$ cat src/rtl/vga_timing_generator_pkg.sv
// vga_pkg: shared VGA definitions for the timing generator and the renderer.
//   - 640x480@60 Hz porch/sync constants and the derived line/frame totals
//   - 24-bit {R,G,B} colour type
//   - transparent colour key understood by the renderer
package vga_pkg;

  // Sum of the four segments of one axis (visible, front, sync, back).
  function automatic int axis_total(input int vis, input int front,
                                    input int sync, input int back);
    return vis + front + sync + back;
  endfunction

  localparam int H_VISIBLE_640 = 640;
  localparam int H_FRONT_640   = 16;
  localparam int H_SYNC_640    = 96;
  localparam int H_BACK_640    = 48;
  localparam int V_VISIBLE_480 = 480;
  localparam int V_FRONT_480   = 10;
  localparam int V_SYNC_480    = 2;
  localparam int V_BACK_480    = 33;

  localparam int H_TOTAL_640 = axis_total(H_VISIBLE_640, H_FRONT_640, H_SYNC_640, H_BACK_640);
  localparam int V_TOTAL_480 = axis_total(V_VISIBLE_480, V_FRONT_480, V_SYNC_480, V_BACK_480);

  typedef logic [23:0] color_t;

  localparam color_t TRANSPARENT_KEY = 24'hFF0096;

endpackage

$ cat src/rtl/vga_timing_generator_delay_line.sv
// delay_line: fixed-depth shift register with a per-bit reset value.
//   VGA_clk   : clock
//   rst       : asynchronous, active-high reset (all stages load RESET_VAL)
//   din       : value entering the first stage
//   dout      : last stage (din delayed by DEPTH cycles)
//   dout_prev : the stage feeding dout (din itself when DEPTH is 1)
module delay_line #(
  parameter int               WIDTH     = 1,
  parameter int               DEPTH     = 1,
  parameter logic [WIDTH-1:0] RESET_VAL = '0
) (
  input  logic             VGA_clk,
  input  logic             rst,
  input  logic [WIDTH-1:0] din,
  output logic [WIDTH-1:0] dout,
  output logic [WIDTH-1:0] dout_prev
);

  logic [WIDTH-1:0] stage_reg [DEPTH];

  always_ff @(posedge VGA_clk or posedge rst) begin
    if (rst) begin
      for (int i = 0; i < DEPTH; i++) begin
        stage_reg[i] <= RESET_VAL;
      end
    end else begin
      stage_reg[0] <= din;
      for (int i = 1; i < DEPTH; i++) begin
        stage_reg[i] <= stage_reg[i-1];
      end
    end
  end

  assign dout = stage_reg[DEPTH-1];

  // The tap one stage before the output lets a consumer register data so it
  // lands on the same edge as dout.
  generate
    if (DEPTH == 1) begin : g_tap_input
      assign dout_prev = din;
    end else begin : g_tap_stage
      assign dout_prev = stage_reg[DEPTH-2];
    end
  endgenerate

endmodule

$ cat src/rtl/vga_timing_generator.sv
// vga_timing_generator: VGA raster timing, sync/blank alignment and DAC
// registering.
//   VGA_clk, rst        : pixel clock, asynchronous active-high reset
//   RGB                 : renderer pixel, valid PIPE_DELAY cycles after X/Y
//   X, Y, display_on    : current raster position and visible-area flag
//   frame_tick          : one-cycle pulse at the start of vertical blank
//   ani_tick            : one-cycle pulse every ANI_DIV frames
//   VGA_HS, VGA_VS      : active-low syncs, delayed to match the RGB path
//   VGA_BLANK_N         : low outside the visible area, delayed likewise
//   VGA_SYNC_N          : tied low
//   VGA_R, VGA_G, VGA_B : registered colour, forced to 0 while blanked
module vga_timing_generator
  import vga_pkg::*;
#(
  parameter int H_VISIBLE  = H_VISIBLE_640,
  parameter int H_FRONT    = H_FRONT_640,
  parameter int H_SYNC     = H_SYNC_640,
  parameter int H_BACK     = H_BACK_640,
  parameter int V_VISIBLE  = V_VISIBLE_480,
  parameter int V_FRONT    = V_FRONT_480,
  parameter int V_SYNC     = V_SYNC_480,
  parameter int V_BACK     = V_BACK_480,
  parameter int PIPE_DELAY = 2,
  parameter int ANI_DIV    = 6
) (
  input  logic        VGA_clk,
  input  logic        rst,
  input  logic [23:0] RGB,
  output logic [15:0] X,
  output logic [15:0] Y,
  output logic        display_on,
  output logic        frame_tick,
  output logic        ani_tick,
  output logic        VGA_HS,
  output logic        VGA_VS,
  output logic        VGA_BLANK_N,
  output logic        VGA_SYNC_N,
  output logic [7:0]  VGA_R,
  output logic [7:0]  VGA_G,
  output logic [7:0]  VGA_B
);

  localparam int H_TOTAL = axis_total(H_VISIBLE, H_FRONT, H_SYNC, H_BACK);
  localparam int V_TOTAL = axis_total(V_VISIBLE, V_FRONT, V_SYNC, V_BACK);

  localparam logic [15:0] H_LAST   = 16'(H_TOTAL - 1);
  localparam logic [15:0] V_LAST   = 16'(V_TOTAL - 1);
  localparam logic [15:0] H_VIS    = 16'(H_VISIBLE);
  localparam logic [15:0] V_VIS    = 16'(V_VISIBLE);
  localparam logic [15:0] HS_START = 16'(H_VISIBLE + H_FRONT);
  localparam logic [15:0] HS_END   = 16'(H_VISIBLE + H_FRONT + H_SYNC);
  localparam logic [15:0] VS_START = 16'(V_VISIBLE + V_FRONT);
  localparam logic [15:0] VS_END   = 16'(V_VISIBLE + V_FRONT + V_SYNC);

  localparam int              ANI_W    = (ANI_DIV > 1) ? $clog2(ANI_DIV) : 1;
  localparam logic [ANI_W-1:0] ANI_LAST = ANI_W'(ANI_DIV - 1);

  logic [15:0]      h_reg;
  logic [15:0]      v_reg;
  logic             hs_reg;
  logic             vs_reg;
  logic [ANI_W-1:0] frame_cnt_reg;
  color_t           rgb_out_reg;

  logic h_wrap;
  logic v_wrap;
  logic frame_cond;
  logic ani_wrap;

  assign h_wrap     = (h_reg == H_LAST);
  assign v_wrap     = (v_reg == V_LAST);
  assign frame_cond = (h_reg == 16'd0) && (v_reg == V_VIS);
  assign ani_wrap   = (frame_cnt_reg == ANI_LAST);

  // Every output here is derived from the pre-increment counters, so X/Y and
  // the raw syncs all describe the same raster position on the same edge.
  always_ff @(posedge VGA_clk or posedge rst) begin
    if (rst) begin
      h_reg         <= '0;
      v_reg         <= '0;
      X             <= '0;
      Y             <= '0;
      display_on    <= 1'b0;
      hs_reg        <= 1'b1;
      vs_reg        <= 1'b1;
      frame_tick    <= 1'b0;
      ani_tick      <= 1'b0;
      frame_cnt_reg <= '0;
    end else begin
      h_reg <= h_wrap ? 16'd0 : h_reg + 16'd1;
      if (h_wrap) begin
        v_reg <= v_wrap ? 16'd0 : v_reg + 16'd1;
      end
      X          <= h_reg;
      Y          <= v_reg;
      display_on <= (h_reg < H_VIS) && (v_reg < V_VIS);
      hs_reg     <= !((h_reg >= HS_START) && (h_reg < HS_END));
      vs_reg     <= !((v_reg >= VS_START) && (v_reg < VS_END));
      frame_tick <= frame_cond;
      ani_tick   <= frame_cond && ani_wrap;
      if (frame_cond) begin
        frame_cnt_reg <= ani_wrap ? '0 : frame_cnt_reg + 1'b1;
      end
    end
  end

  // The registered sync/blank flags already sit one stage behind the counters,
  // alongside X/Y; the renderer adds PIPE_DELAY and the DAC register one more.
  logic [2:0] dl_out;
  logic [2:0] dl_prev;

  delay_line #(
    .WIDTH     (3),
    .DEPTH     (PIPE_DELAY + 1),
    .RESET_VAL (3'b110)
  ) u_delay_line (
    .VGA_clk   (VGA_clk),
    .rst       (rst),
    .din       ({hs_reg, vs_reg, display_on}),
    .dout      (dl_out),
    .dout_prev (dl_prev)
  );

  // Only the blank bit of the early tap gates the colour register.
  logic unused_taps;
  assign unused_taps = &{1'b0, dl_prev[2:1]};

  // Gated by the stage that becomes VGA_BLANK_N on this same edge, so colour
  // and blank switch together.
  always_ff @(posedge VGA_clk or posedge rst) begin
    if (rst) begin
      rgb_out_reg <= '0;
    end else begin
      rgb_out_reg <= dl_prev[0] ? RGB : '0;
    end
  end

  assign VGA_HS      = dl_out[2];
  assign VGA_VS      = dl_out[1];
  assign VGA_BLANK_N = dl_out[0];
  assign VGA_SYNC_N  = 1'b0;
  assign VGA_R       = rgb_out_reg[23:16];
  assign VGA_G       = rgb_out_reg[15:8];
  assign VGA_B       = rgb_out_reg[7:0];

endmodule

$ cat config.mk
export PLATFORM = sky130hd
export DESIGN_NAME = vga_timing_generator
export DESIGN_NICKNAME = d
export VERILOG_FILES = /design/src/rtl/vga_timing_generator_pkg.sv /design/src/rtl/vga_timing_generator_delay_line.sv /design/src/rtl/vga_timing_generator.sv
export SDC_FILE = /design/constraint.sdc
export NUM_CORES = 1
export LEC_CHECK = 0
export BUFFER_PORTS_ARGS = -buffer_cell sky130_fd_sc_hd__buf_2
export CAP_MARGIN = 15
export CORE_UTILIZATION = 30
export DETAILED_ROUTE_END_ITERATION = 12
export SLEW_MARGIN = 25
export SYNTH_ARGS = -nofsm -noshare
export SYNTH_HDL_FRONTEND = slang
export SYNTH_SLANG_ARGS = --single-unit
$ cat constraint.sdc
create_clock -name VGA_clk -period 3.2 [get_ports VGA_clk]
set_clock_uncertainty 0.1 [all_clocks]
set_input_delay 0.32 -clock VGA_clk [delete_from_list [all_inputs] [get_ports VGA_clk]]
set_output_delay 0.32 -clock VGA_clk [all_outputs]
set_load 0.02 [all_outputs]
==> metrics <==
Arr. time, crit path 2610 ps; Pleak 2.29 nW; met2 usage 18.1%; clock group share of total power 44.8%; max capacitance violation total 0; global-route wire length before repair 12.2 mm; fin crit period 2450 ps; Via Count 2506; final non-filler cell total 555; slew at the pin closest to its max-slew limit 611 ps; largest net degree at the start of global routing 51; share of cells above drive strength 1 31.0%; RePlAce Congestion 0.814; Max stage delay cell, worst path or4_4; Ports 89; Post-Route WL 7.31 mm; switching share of power 20.6%; GRT busiest layer met2; Starting DRT DRC Count 135; port bufs 87; clock sinks 105; Mapped Nets 321; Crit Path Category reg2reg; leading cell type in the layout, fill and taps excluded dfrtp_1; Die H 115 microns; total track usage 12.1%; DRC viols 0; Root Driver clkbuf_16; TritonCTS buffer count 9; Post-CTS Resized 0; Post-Syn Area 3820 sq um; Post-CTS Setup Inserts 0; Largest register FFs 24; number of global-route vias before repair 2468; std cell rows 40; insertion delay to the later sink of the worst-skew pair 340 ps; library cells used by synthesis 43; relative slew slack 58.9%; PwrDens 545 nW/um^2; hold_buf cts 1; post-synthesis register bit count 105; setup TNS 0 ps; Max VDD drop 0.000260 V; Die Span X 115 microns; CTS tree yes; nets@finish 412; Cell Int Power 2.06 mW; diode count 0; status finished clean; unrepaired setup endpoints after global routing no; fmax 409 MHz; CP dominant cell by count or4_4; grt met3 use 4.53%; Setup Viol. Count Final 0; combinational power share 3.4%; met1 Use GR 15.8%; number of flops mapped to enable cells by yosys 0; drt pass-1 iters 4; sequential share of power 51.8%; drt wl/cell 13.2 microns; clk slew on worst S/H paths 70 ps; worst path cell trace or4_4 > or4_4 > or4b_1 > o21ai_1; Synth Flop Type dfrtp_1; CTS H-tree lvls 3; fillers 1212; die area 13200 sq um; DRT antenna net count 0; commonest non-fill, non-tap cells in the layout dfrtp_1, buf_2, and2_1, xnor2_1; Detailed Place HPWL 5.03 mm; P&R area growth vs syn 24.7%; vias per std cell 4.52; initial core utilization 31.3%; Post-Place Cells 538; Gate Count Post-Synth 291; Final Max Slew Viols 0; HP Class in2reg; register area share after synthesis 69.0%; endpoint type of the worst setup path flop; CP Max Fanout 21; startpoint types flop; Yosys warnings 0; Psw 0.534 mW; antenna violations before repair 0; clk buf depth 2; grt ovf 0; overall power 2.60 mW; Max stage delay on crit path 660 ps; core area 12200 sq um; count of final hold-check violations 0; worst path required time 3370 ps; ys async rst share 100%; Syn Area/Cell 13.1 sq um; fin crit share 76.5%
## critical path, delay by kind of cell (launching register included)
family	cells	cell delay (ps)
AOI/OAI and AO/OA	1	90
DFF	1	410
and+or+nand+nor	3	1770
## power by group through the flow
stage                     Clock, mW  Combinational [mW]  Sequential (mW)
after floorplan                   0              0.0313             1.39
after global placement            0              0.0908             1.37
after detailed placement          0              0.0920             1.37
after CTS                      1.20              0.0929             1.34
after global routing           1.26               0.102             1.35
final                          1.16              0.0891             1.35
## metrics by stage
step / util (%) / hold slack [ps] / instance area (sq um) / setup slack, ps
2_1_floorplan: - / 231 / 3820 / 32.7
3_3_place_gp: 36.3 / 232 / 4430 / 801
3_5_place_dp: 36.3 / 235 / 4430 / 770
4_1_cts: 39.0 / 83.1 / 4770 / 744
5_1_grt: 39.0 / 74.8 / 4770 / 648
6_report: 39.0 / 94.6 / 4770 / 752
## logic make-up (layout without fill, tap and decap cells)
| family | after synthesis | count (layout) | synth area share (%) |
|---|---|---|---|
| XOR/XNOR | 24 | 24 | 5.50 |
| flip-flops | 105 | 105 | 69.0 |
| AO/OA/AOI/OAI | 13 | 13 | 1.90 |
| AND/OR/NAND/NOR | 117 | 117 | 18.6 |
| other | 1 | 1 | 0.0981 |
| buffers and inverters | 24 | 120 | 2.69 |
| multiplexers | 3 | 3 | 0.851 |
| adder cells (fa/ha/maj) | 4 | 4 | 1.31 |
## metal layers
layer	up-vias	wire, microns
met5	-	0
li1	1176	-
met3	10	432
met1	1246	3480
met4	0	124
met2	74	3270
## worst paths after layout
path / from / to / slack, ps / cells past startpoint
min reg2reg: u_delay_line.stage_reg[6] / u_delay_line.dout_prev[0] / 250 / 0
max in group asynchronous: rst / u_delay_line.dout[1] / 1670 / 4
max: h_reg[10] / v_reg[3] / 750 / 4
max reg2reg: h_reg[10] / v_reg[3] / 750 / 4
min: RGB[19] / rgb_out_reg[19] / 90 / 2
min in group asynchronous: rst / X[15] / 490 / 3
## final cells by class
class | count | area, sq um | area share [%]
repair buffers | 90 | 460 | 9.66
inverters | 14 | 55.1 | 1.16
well taps | 168 | 210 | 4.41
clock inverters | 6 | 92.6 | 1.94
clock buffers | 10 | 229 | 4.80
flip-flops and latches | 105 | 2640 | 55.3
multi-input cells | 162 | 1080 | 22.7
## synthesized netlist by cell type, drive strengths merged (4+ instances only)
library cell / n / share of area, %
and2: 25 / 4.1
clkbuf: 7 / 0.69
dfrtp: 97 / 64
dfstp: 8 / 5.5
ha: 4 / 1.3
inv: 14 / 1.4
nand2: 9 / 0.88
nand3: 11 / 1.4
nand4: 10 / 1.6
nor2: 13 / 1.3
nor3: 8 / 1.0
nor4: 9 / 1.5
o21ai: 8 / 1.0
or3: 4 / 0.65
or4: 5 / 1.2
xnor2: 14 / 3.2
xor2: 10 / 2.3
No activity file was read; power rests on OpenSTA's default activity.
